$ cat src/rtl/lcd_pkg.sv
// Shared types, HD44780 command bytes and DDRAM row addressing for the LCD message driver.
package lcd_pkg;

    localparam int unsigned N_CHARS = 64;
    localparam int unsigned MSG_W   = N_CHARS * 8;

    typedef enum logic [2:0] {
        PWR_WAIT,
        INIT,
        IDLE,
        ROW_ADDR,
        CHAR,
        CURSOR,
        DISP_CTRL
    } lcd_state_t;

    typedef enum logic [1:0] {
        WR_IDLE,
        WR_SETUP,
        WR_EN_HIGH,
        WR_HOLD
    } wr_state_t;

    typedef struct packed {
        logic       found;
        logic [5:0] idx;
    } cursor_t;

    localparam logic [7:0] CMD_FUNC_SET  = 8'h38;
    localparam logic [7:0] CMD_DISP_OFF  = 8'h08;
    localparam logic [7:0] CMD_CLEAR     = 8'h01;
    localparam logic [7:0] CMD_ENTRY     = 8'h06;
    localparam logic [7:0] CMD_DISP_ON   = 8'h0C;
    localparam logic [7:0] CMD_DISP_CUR  = 8'h0D;
    localparam logic [7:0] CMD_SET_DDRAM = 8'h80;

    // Rows 2/3 of a 16x4 panel continue rows 0/1 at +0x10.
    function automatic logic [7:0] row_base(input logic [1:0] row);
        case (row)
            2'd0:    return 8'h00;
            2'd1:    return 8'h40;
            2'd2:    return 8'h10;
            default: return 8'h50;
        endcase
    endfunction

    function automatic logic [7:0] init_cmd(input logic [1:0] step);
        case (step)
            2'd0:    return CMD_FUNC_SET;
            2'd1:    return CMD_DISP_OFF;
            2'd2:    return CMD_CLEAR;
            default: return CMD_ENTRY;
        endcase
    endfunction

    // Lowest character index whose bit 7 (cursor marker) is set.
    function automatic cursor_t find_cursor(input logic [0:MSG_W-1] msg);
        cursor_t c;
        c = '0;
        for (int i = int'(N_CHARS) - 1; i >= 0; i--) begin
            if (msg[{6'(i), 3'b000}]) begin
                c.found = 1'b1;
                c.idx   = 6'(i);
            end
        end
        return c;
    endfunction

endpackage

$ cat src/rtl/lcd_byte_writer.sv
// One HD44780 bus write: setup cycle, E high for T_EN, then E low for T_CMD or T_CLR.
module lcd_byte_writer
    import lcd_pkg::*;
#(
    parameter int unsigned T_EN  = 25,
    parameter int unsigned T_CMD = 2500,
    parameter int unsigned T_CLR = 100000
) (
    input  logic       CLK,
    input  logic       RESET_N,
    input  logic       start,
    input  logic       rs,
    input  logic [7:0] db,
    input  logic       long_wait,
    output logic       done,
    output logic       lcd_e,
    output logic       lcd_rs,
    output logic [7:0] lcd_db
);

    localparam int unsigned T_MAX_A = (T_EN > T_CMD) ? T_EN : T_CMD;
    localparam int unsigned T_MAX   = (T_MAX_A > T_CLR) ? T_MAX_A : T_CLR;
    localparam int unsigned CNT_W   = $clog2(T_MAX + 1);

    wr_state_t        wr_state;
    logic [CNT_W-1:0] cnt;
    logic             long_q;
    logic [CNT_W-1:0] hold_last_c;

    assign hold_last_c = long_q ? CNT_W'(T_CLR - 1) : CNT_W'(T_CMD - 1);

    always_ff @(posedge CLK or negedge RESET_N) begin
        if (!RESET_N) begin
            wr_state <= WR_IDLE;
            cnt      <= '0;
            long_q   <= 1'b0;
            done     <= 1'b0;
            lcd_e    <= 1'b0;
            lcd_rs   <= 1'b0;
            lcd_db   <= '0;
        end else begin
            done <= 1'b0;
            case (wr_state)
                WR_IDLE: begin
                    if (start) begin
                        lcd_rs   <= rs;
                        lcd_db   <= db;
                        long_q   <= long_wait;
                        wr_state <= WR_SETUP;
                    end
                end
                WR_SETUP: begin
                    lcd_e    <= 1'b1;
                    cnt      <= '0;
                    wr_state <= WR_EN_HIGH;
                end
                WR_EN_HIGH: begin
                    if (cnt == CNT_W'(T_EN - 1)) begin
                        lcd_e    <= 1'b0;
                        cnt      <= '0;
                        wr_state <= WR_HOLD;
                    end else begin
                        cnt <= cnt + CNT_W'(1);
                    end
                end
                WR_HOLD: begin
                    if (cnt == hold_last_c) begin
                        cnt      <= '0;
                        done     <= 1'b1;
                        wr_state <= WR_IDLE;
                    end else begin
                        cnt <= cnt + CNT_W'(1);
                    end
                end
                default: wr_state <= WR_IDLE;
            endcase
        end
    end

endmodule

$ cat src/rtl/lcd_msg_driver.sv
// Initialises an HD44780 16x4 LCD and repaints all 64 characters plus cursor whenever dispMsg changes.
module lcd_msg_driver
    import lcd_pkg::*;
#(
    parameter int unsigned T_PWR = 750000,
    parameter int unsigned T_EN  = 25,
    parameter int unsigned T_CMD = 2500,
    parameter int unsigned T_CLR = 100000
) (
    input  logic             CLK,
    input  logic             RESET_N,
    input  logic [0:MSG_W-1] dispMsg,
    output logic [7:0]       LCD_DB,
    output logic             LCD_RS,
    output logic             LCD_RW,
    output logic             LCD_E,
    output logic             BUSY,
    output logic             FRAME_DONE
);

    localparam int unsigned PWR_W = $clog2(T_PWR + 1);

    lcd_state_t       state;
    logic [PWR_W-1:0] pwr_cnt;
    logic [1:0]       step;
    logic [1:0]       row;
    logic [3:0]       col;
    logic             issued;
    logic             wr_start;
    logic             wr_done;
    logic [0:MSG_W-1] work;
    logic [0:MSG_W-1] shown;

    cursor_t          cur_c;
    logic [6:0]       ch_low_c;
    logic             wr_rs_c;
    logic [7:0]       wr_db_c;
    logic             wr_long_c;

    assign LCD_RW = 1'b0;
    assign cur_c  = find_cursor(work);

    // Byte for the write owned by the current state; stable until that write completes.
    always_comb begin
        ch_low_c  = work[{row, col, 3'b001} +: 7];
        wr_rs_c   = 1'b0;
        wr_db_c   = '0;
        wr_long_c = 1'b0;
        case (state)
            INIT: begin
                wr_db_c   = init_cmd(step);
                wr_long_c = (step == 2'd2);
            end
            ROW_ADDR:  wr_db_c = CMD_SET_DDRAM | row_base(row);
            CHAR: begin
                wr_rs_c = 1'b1;
                wr_db_c = {1'b0, ch_low_c};
            end
            CURSOR:    wr_db_c = CMD_SET_DDRAM | row_base(cur_c.idx[5:4]) | {4'h0, cur_c.idx[3:0]};
            DISP_CTRL: wr_db_c = cur_c.found ? CMD_DISP_CUR : CMD_DISP_ON;
            default:   ;
        endcase
    end

    always_ff @(posedge CLK or negedge RESET_N) begin
        if (!RESET_N) begin
            state      <= PWR_WAIT;
            pwr_cnt    <= '0;
            step       <= '0;
            row        <= '0;
            col        <= '0;
            issued     <= 1'b0;
            wr_start   <= 1'b0;
            work       <= '0;
            shown      <= '0;
            BUSY       <= 1'b1;
            FRAME_DONE <= 1'b0;
        end else begin
            wr_start   <= 1'b0;
            FRAME_DONE <= 1'b0;
            if (state inside {INIT, ROW_ADDR, CHAR, CURSOR, DISP_CTRL} && !issued) begin
                wr_start <= 1'b1;
                issued   <= 1'b1;
            end
            case (state)
                PWR_WAIT: begin
                    if (pwr_cnt == PWR_W'(T_PWR - 1)) begin
                        pwr_cnt <= '0;
                        state   <= INIT;
                    end else begin
                        pwr_cnt <= pwr_cnt + PWR_W'(1);
                    end
                end
                INIT: begin
                    if (wr_done) begin
                        issued <= 1'b0;
                        if (step == 2'd3) begin
                            step  <= '0;
                            shown <= '0;
                            BUSY  <= 1'b0;
                            state <= IDLE;
                        end else begin
                            step <= step + 2'd1;
                        end
                    end
                end
                IDLE: begin
                    if (dispMsg != shown) begin
                        work  <= dispMsg;
                        shown <= dispMsg;
                        row   <= '0;
                        col   <= '0;
                        BUSY  <= 1'b1;
                        state <= ROW_ADDR;
                    end
                end
                ROW_ADDR: begin
                    if (wr_done) begin
                        issued <= 1'b0;
                        col    <= '0;
                        state  <= CHAR;
                    end
                end
                CHAR: begin
                    if (wr_done) begin
                        issued <= 1'b0;
                        col    <= col + 4'd1;
                        if (col == 4'd15) begin
                            row <= row + 2'd1;
                            if (row == 2'd3) begin
                                state <= cur_c.found ? CURSOR : DISP_CTRL;
                            end else begin
                                state <= ROW_ADDR;
                            end
                        end
                    end
                end
                CURSOR: begin
                    if (wr_done) begin
                        issued <= 1'b0;
                        state  <= DISP_CTRL;
                    end
                end
                DISP_CTRL: begin
                    if (wr_done) begin
                        issued     <= 1'b0;
                        FRAME_DONE <= 1'b1;
                        BUSY       <= 1'b0;
                        state      <= IDLE;
                    end
                end
                default: state <= PWR_WAIT;
            endcase
        end
    end

    lcd_byte_writer #(
        .T_EN  (T_EN),
        .T_CMD (T_CMD),
        .T_CLR (T_CLR)
    ) u_writer (
        .CLK       (CLK),
        .RESET_N   (RESET_N),
        .start     (wr_start),
        .rs        (wr_rs_c),
        .db        (wr_db_c),
        .long_wait (wr_long_c),
        .done      (wr_done),
        .lcd_e     (LCD_E),
        .lcd_rs    (LCD_RS),
        .lcd_db    (LCD_DB)
    );

endmodule

$ cat config.mk
export PLATFORM = sky130hd
export DESIGN_NAME = lcd_msg_driver
export DESIGN_NICKNAME = d
export VERILOG_FILES = /design/src/rtl/lcd_pkg.sv /design/src/rtl/lcd_byte_writer.sv /design/src/rtl/lcd_msg_driver.sv
export SDC_FILE = /design/constraint.sdc
export NUM_CORES = 2
export LEC_CHECK = 0
export BUFFER_PORTS_ARGS = -buffer_cell sky130_fd_sc_hd__buf_2
export CAP_MARGIN = 20
export CORE_MARGIN = 2
export CORE_UTILIZATION = 30
export DETAILED_ROUTE_END_ITERATION = 8
export GPL_TIMING_DRIVEN = 0
export SLEW_MARGIN = 20
export SYNTH_ARGS = -nofsm -noshare
export SYNTH_HDL_FRONTEND = slang
export SYNTH_SLANG_ARGS = --single-unit
export TNS_END_PERCENT = 20
$ cat constraint.sdc
create_clock -name CLK -period 3.9 [get_ports CLK]
set_input_delay 0.195 -clock CLK [delete_from_list [all_inputs] [get_ports CLK]]
set_output_delay 0.195 -clock CLK [all_outputs]
set_load 0.005 [all_outputs]
# == Word level (Yosys, flattened, before mapping) ==
# Index checks and enable logic that the tools add are counted.
# op_classes
addsub,5
eq_ne,34
shift,1
n_mux,121
n_bitwise,2
n_reduce_logical,25
# op_table
cell,count
two-way mux 512 bit,3
case mux 512 bit (2 select lines),1
variable part select 512 x 10 -> 513 bit,1
!= test 512 bit,1
two-way mux 7 bit,65
two-way mux 17 bit,3
case mux 17 bit (3 select lines),1
case mux 7 bit (3 select lines),2
case mux 8 bit (5 select lines),1
two-way mux 3 bit,10
case mux 3 bit (7 select lines),1
"adder 20 x 1 -> 20 bit, second input constant",1
"equality test 20 bit, second input constant",1
two-way mux 20 bit,1
"!= test 2 x 1 -> 1 bit, second input constant",9
case mux 6 bit (3 select lines),1
"adder 17 x 1 -> 17 bit, second input constant",1
equality test 17 bit,1
"equality test 17 x 5 -> 1 bit, second input constant",1
two-way mux 1 bit,16
two-way mux 2 bit,8
"equality test 2 bit, second input constant",7
two-way mux 4 bit,3
case mux 4 bit (3 select lines),1
27 further kinds,48
# word_totals
register_bits,1090
output_inout_bits,13
elab_cells,206

# == Longest topological paths before layout ==
# logic_depth
word_depth,69
depth_mapped,12
ltp_nobuf,9

# == Cells and area by module ==
# A second synthesis with hierarchy kept.
# unflattened
hier_cells,3781
hier_area_um2,52008.6
# by_module_without_submodules
module,instances,cells_each,area_per_inst_um2,seq_area_each_um2
lcd_msg_driver,1,3603,50298.2,26501.7
lcd_byte_writer,1,178,1710.4,775.7

# == Worst setup path before layout ==
# OpenSTA, ideal clock, no wires.
# synth_timing
kind,flip-flop to flip-flop
startpoint,register col[0]
endpoint,register u_writer.lcd_db[1]
setup_time_ps,134
arrival_ps,2970
required_time_ps,3766
path_slack_ps,796
path_stages_with_launch,9
path_buffers,3
period_less_slack_ps,3104
cell_sequence,dfrtp_1 > clkbuf_1 > buf_1 > buf_2 > mux4_2 > mux4_2 > mux4_2 > nand3_1 > nand4_1
# synth_between
elab_chain_len,3
# synth_lines
item,line,rtl
start: declaration,lcd_msg_driver.sv:27,logic [3:0] col;
start signal: assignment,lcd_msg_driver.sv:127,col <= col + 4'd1;
NOT 9 -> 10 bit (not written as such),lcd_msg_driver.sv:45,"ch_low_c = work[{row, col, 3'b001} +: 7];"
variable part select 512 x 10 -> 513 bit,lcd_msg_driver.sv:45,
case mux 8 bit (5 select lines),lcd_msg_driver.sv:49,case (state)
end signal: assignment,lcd_byte_writer.sv:40,lcd_db <= '0;
end signal: assignment,lcd_byte_writer.sv:47,lcd_db <= db;
end: declaration,lcd_byte_writer.sv:18,output logic [7:0] lcd_db
# No other way between the ends.
# A chain may end at the register's enable or synchronous reset.

# == Final worst setup path ==
# layout_timing
startpoint,register shown[130] (netlist bit)
endpoint,register shown[238] (netlist bit)
# layout_between
elab_chain_len,3
# layout_lines
item,line,rtl
start: declaration,lcd_msg_driver.sv:32,logic [0:MSG_W-1] shown;
start signal: assignment,lcd_msg_driver.sv:110,shown <= dispMsg;
!= test 512 bit,lcd_msg_driver.sv:108,if (dispMsg != shown) begin
!= test 2 bit (no line),--,
AND reduction 4 bit (no line),--,
# No other way between the ends.

==> summary.md <==
| Metric | Value |
|---|---|
| Outcome | `finished, violations left` |
| Violated checks | `setup timing` |
| Routed Antenna Nets | `0` |
| Time the final worst path needs with I/O delays and setup | `4.00 ns` |
| Clock Skews | `approximately 0.050 ns` |
| Finish-stage setup viols | `a little over 700` |
| Number of port buffers | `around 530` |
| Number of enable-type register cells in the synthesized netlist | `0` |
| Final design utilization | `about two fifths` |
| Vert. Die Dim | `414 um` |
| Number of H-tree levels | `3` |
| Number of global-route vias before repair | `approximately 40,000` |
| Commonest non-fill, non-tap cells in the layout | `1,089 x sky130_fd_sc_hd__dfrtp_1, 569 x sky130_fd_sc_hd__buf_2, 515 x sky130_fd_sc_hd__a22o_1` |
| Smallest setup slack after layout | `-0.0991 ns` |
| Headroom to the max-slew limit | `between 20 and 25%` |
| Routed Wire Length | `~270,000 um` |
| Clk_lat worst skew | `roughly 0.81 ns` |
| Floorplan die area | `171,000 sq um` |
| Clk buf depth | `3` |
| Data required time at the worst endpoint | `roughly 4.6 ns` |
| Max Cap Violations | `0` |
| Share of flip-flops with an asynchronous set or reset after synthesis | `between 90% and 100%` |
| Synthesized netlist cell count | `3,761` |
| Final Total Pwr | `28,000 uW` |
| Area share of the leading cell type in the synthesized netlist | `between 50% and 60%` |
| Synthesized area per cell | `around 13 sq um` |
| Fmax | `between 200 and 300 MHz` |
| Critical path class | `reg2reg` |
| 1st-pass router iterations | `6` |
| Root cell of the clock tree | `sky130_fd_sc_hd__clkbuf_16` |
| Share of the clock period used by the worst path after layout | `103%` |
| Starting Density | `approximately 30%` |
| Slew @ Worst Pin | `1.16 ns` |
| Instance count after placement with tap cells included | `around 6,500` |
| Number of vias in the routed layout | `41,600` |
| Final-layout fill cell count | `around 16,000` |
| Largest cells by area after synthesis | `sky130_fd_sc_hd__dfrtp_1 54%, sky130_fd_sc_hd__mux2_1 11%, sky130_fd_sc_hd__a22o_1 8.9%, sky130_fd_sc_hd__xnor2_1 6.8%, sky130_fd_sc_hd__mux4_2 6.0%` |
| Top_reg_cell synth | `sky130_fd_sc_hd__dfrtp_1` |
| Warnings from Yosys | `0` |
| Cell variety after synth | `between 60 and 70` |
| Detailed placer's ending HPWL | `approximately 210,000 um` |
| Finished Layout Cells | `7,301` |
| Die width | `around 410 um` |
| Final max-slew violation count | `0` |
| Number of remaining DRC errors | `0` |
| Type of the tightest min-delay check | `in2async` |
| TritonCTS buffer count | `118` |
| Number of nets produced by synthesis | `4,291` |
| Type of element launching the critical path | `register` |
| Total number of placement rows | `150` |
| Arrival @ worst endpoint | `approximately 4.7 ns` |
| Final hold vios | `0` |
| Clk pin slew, worst setup/hold paths | `~0.060 ns` |
| Antenna violations before repair | `roughly 90` |
| Largest net degree at the start of global routing | `around 140` |
| Post-layout net count | `about 5,500` |
| Global-route wire length before repair | `around 360,000 um` |
| Fraction of the yosys area taken by sequential cells | `~54%` |
| Boundary Pins | `about 530` |
| Total power divided by cell area | `between 400 and 500 nW/um^2` |
| Placeable core area | `167,000 sq um` |
| TritonCTS clock tree | `done` |
| Static power due to leakage | `roughly 0.030 uW` |
| Worst setup EP type | `register` |
| Vias per std cell | `about 5.7` |
| Leading cell type in the layout, fill and taps excluded | `sky130_fd_sc_hd__dfrtp_1` |
| Layout Area Growth over Synthesis | `34.6%` |
| Register bit count reported by yosys | `~1,100` |
| Overflow after GRT | `0` |
| Area of placed instances | `about 57,000 sq um` |
| Post-detailed-route wirelength per cell | `approximately 37 um` |
| Worst-path maximum fanout | `10` |
| Synth Cell Area | `50,400 sq um` |
| Setup repair after global routing missed its margin | `true` |
| Total global-route track usage | `a little under a third` |
| Final std cell area, no fill | `roughly 68,000 sq um` |
| Fraction of layout instances using a drive strength above 1 | `between 20% and 30%` |
| Number of sinks handled by clock tree synthesis | `roughly 1,100` |
| Detailed router's first-iteration violation count | `4,972` |
| VDD IR-drop max | `between 0.3 and 0.4 mV` |
| GPL Wtd Cong | `~1.1` |
| Yosys top cell by area | `sky130_fd_sc_hd__dfrtp_1` |
==> final timing paths <==
| check | depth (start not counted) | slack, ns | to | startpoint |
|---|---|---|---|---|
| setup / recovery | 11 | -0.1 | shown[238]$_DFFE_PN0P_ | shown[130]$_DFFE_PN0P_ |
| hold / removal | 2 | 0.04 | work[354]$_DFFE_PN0P_ | RESET_N |
| setup reg to reg | 11 | -0.1 | shown[238]$_DFFE_PN0P_ | shown[130]$_DFFE_PN0P_ |
| hold reg to reg | 1 | 0.42 | wr_start$_DFF_PN0_ | issued$_DFF_PN0_ |
| max in group asynchronous | 6 | 1.20 | shown[188]$_DFFE_PN0P_ | RESET_N |
| min in group CLK | 3 | 0.21 | work[196]$_DFFE_PN0P_ | dispMsg[196] |
==> power breakdown <==
part / switching (uW) / internal (uW) / total, uW
Clock: 5110 / 7030 / 12100
Combinational: 2110 / 1420 / 3540
Sequential: 440 / 11800 / 12300
==> cell type report <==
| class | instances | area (sq um) | area share [%] |
|---|---|---|---|
| sequential | 1090 | 27300 | 40.2 |
| timing repair buffer | 1078 | 8710 | 12.8 |
| antenna | 42 | 105 | 0.155 |
| clock buffer | 173 | 3450 | 5.09 |
| inverter | 69 | 259 | 0.382 |
| buffer | 222 | 1870 | 2.75 |
| tap | 2204 | 2760 | 4.06 |
| clock inverter | 45 | 622 | 0.916 |
| multi-input combinational | 2378 | 22800 | 33.6 |
==> per-stage QoR <==
step	setup TNS (ns)	setup slack, ns	hold slack [ns]
global placement	-	-22.22	0.415
finish	-26.01	-0.0991	0.0420
global route	-0.282	-0.0241	0.109
CTS	-6.39	-0.0634	0.0492
detailed placement	-1868.45	-2.37	0.255
floorplan	0	0.796	-0.101
==> per-layer routing <==
| layer | share of wire (%) | vias up | wire, um | track usage (%) |
|---|---|---|---|---|
| li1 | - | 16600 | - | - |
| met1 | 36 | 21500 | 98400 | 36.6 |
| met2 | 43 | 2533 | 117000 | 46.3 |
| met3 | 8.8 | 989 | 23900 | 8.34 |
| met4 | 12 | 48 | 31600 | 29.2 |
| met5 | 0.11 | - | 291 | 0.0278 |
==> cells by family after synthesis <==
group	Yosys count	share of synthesized area, %
flip-flops	1090	54.1
AO/OA/AOI/OAI	746	11.9
multiplexers	656	17.6
AND/OR/NAND/NOR	500	5.47
XOR/XNOR	459	7.97
buffers and inverters	293	2.55
adder cells (fa/ha/maj)	16	0.397
other	1	0.00744
==> synthesized netlist by cell type, types with 4 or more instances <==
cell                        instances
sky130_fd_sc_hd__a2111o_1          10
sky130_fd_sc_hd__a2111oi_0          7
sky130_fd_sc_hd__a211oi_1           5
sky130_fd_sc_hd__a21oi_1           37
sky130_fd_sc_hd__a22o_1           515
sky130_fd_sc_hd__a31oi_1           13
sky130_fd_sc_hd__and2_1             7
sky130_fd_sc_hd__and3_1            14
sky130_fd_sc_hd__buf_1             11
sky130_fd_sc_hd__buf_2            139
sky130_fd_sc_hd__clkbuf_1          71
sky130_fd_sc_hd__dfrtp_1         1089
sky130_fd_sc_hd__ha_1              16
sky130_fd_sc_hd__inv_1             65
sky130_fd_sc_hd__mux2_1           504
sky130_fd_sc_hd__mux2i_1           17
sky130_fd_sc_hd__mux4_2           134
sky130_fd_sc_hd__nand2_1           74
sky130_fd_sc_hd__nand2b_1          26
sky130_fd_sc_hd__nand3_1           28
sky130_fd_sc_hd__nand4_1          121
sky130_fd_sc_hd__nor2_1            63
sky130_fd_sc_hd__nor2b_1           44
sky130_fd_sc_hd__nor3_1            29
sky130_fd_sc_hd__nor4_1            71
sky130_fd_sc_hd__o2111ai_1          4
sky130_fd_sc_hd__o211ai_1           4
sky130_fd_sc_hd__o21ai_0           39
sky130_fd_sc_hd__o21ai_1           44
sky130_fd_sc_hd__o221ai_1           9
sky130_fd_sc_hd__o22ai_1           24
sky130_fd_sc_hd__o31ai_1           13
sky130_fd_sc_hd__or3_1              6
sky130_fd_sc_hd__or4_1              4
sky130_fd_sc_hd__xnor2_1          394
sky130_fd_sc_hd__xor2_1            65
==> sequential cells by signal, indices dropped and copies added, names as in the netlist, 2 cells and up <==
signal / flops
col: 4
pwr_cnt: 20
row: 2
shown: 512
state: 3
step: 2
u_writer.cnt: 17
u_writer.lcd_db: 8
u_writer.wr_state: 2
work: 512
==> what timing repair did <==
item                                    in CTS  in global routing
endpoints found under the setup margin    1037               1026
hold buffers                               513                  0
endpoints found under the hold margin     1133                  0
pin swaps                                   17                  9
gates resized for setup                    362                 35
cloned                                       3                  4
buffers inserted                             8                  0
==> worst max-delay path, cell delays in order, from the launching register on <==
cell and delay [ns]:
sky130_fd_sc_hd__dfrtp_1 0.44, sky130_fd_sc_hd__xnor2_4 0.41, sky130_fd_sc_hd__nand4_1 0.57, sky130_fd_sc_hd__nor4_4 0.38, sky130_fd_sc_hd__nand4_1 0.21, sky130_fd_sc_hd__nor4_4 0.38, sky130_fd_sc_hd__and4_4 0.36, sky130_fd_sc_hd__nor2_4 0.13
sky130_fd_sc_hd__buf_6 0.20, sky130_fd_sc_hd__buf_2 0.22, sky130_fd_sc_hd__buf_2 0.26, sky130_fd_sc_hd__a22o_1 0.27
(Power assumes the default switching activity.)
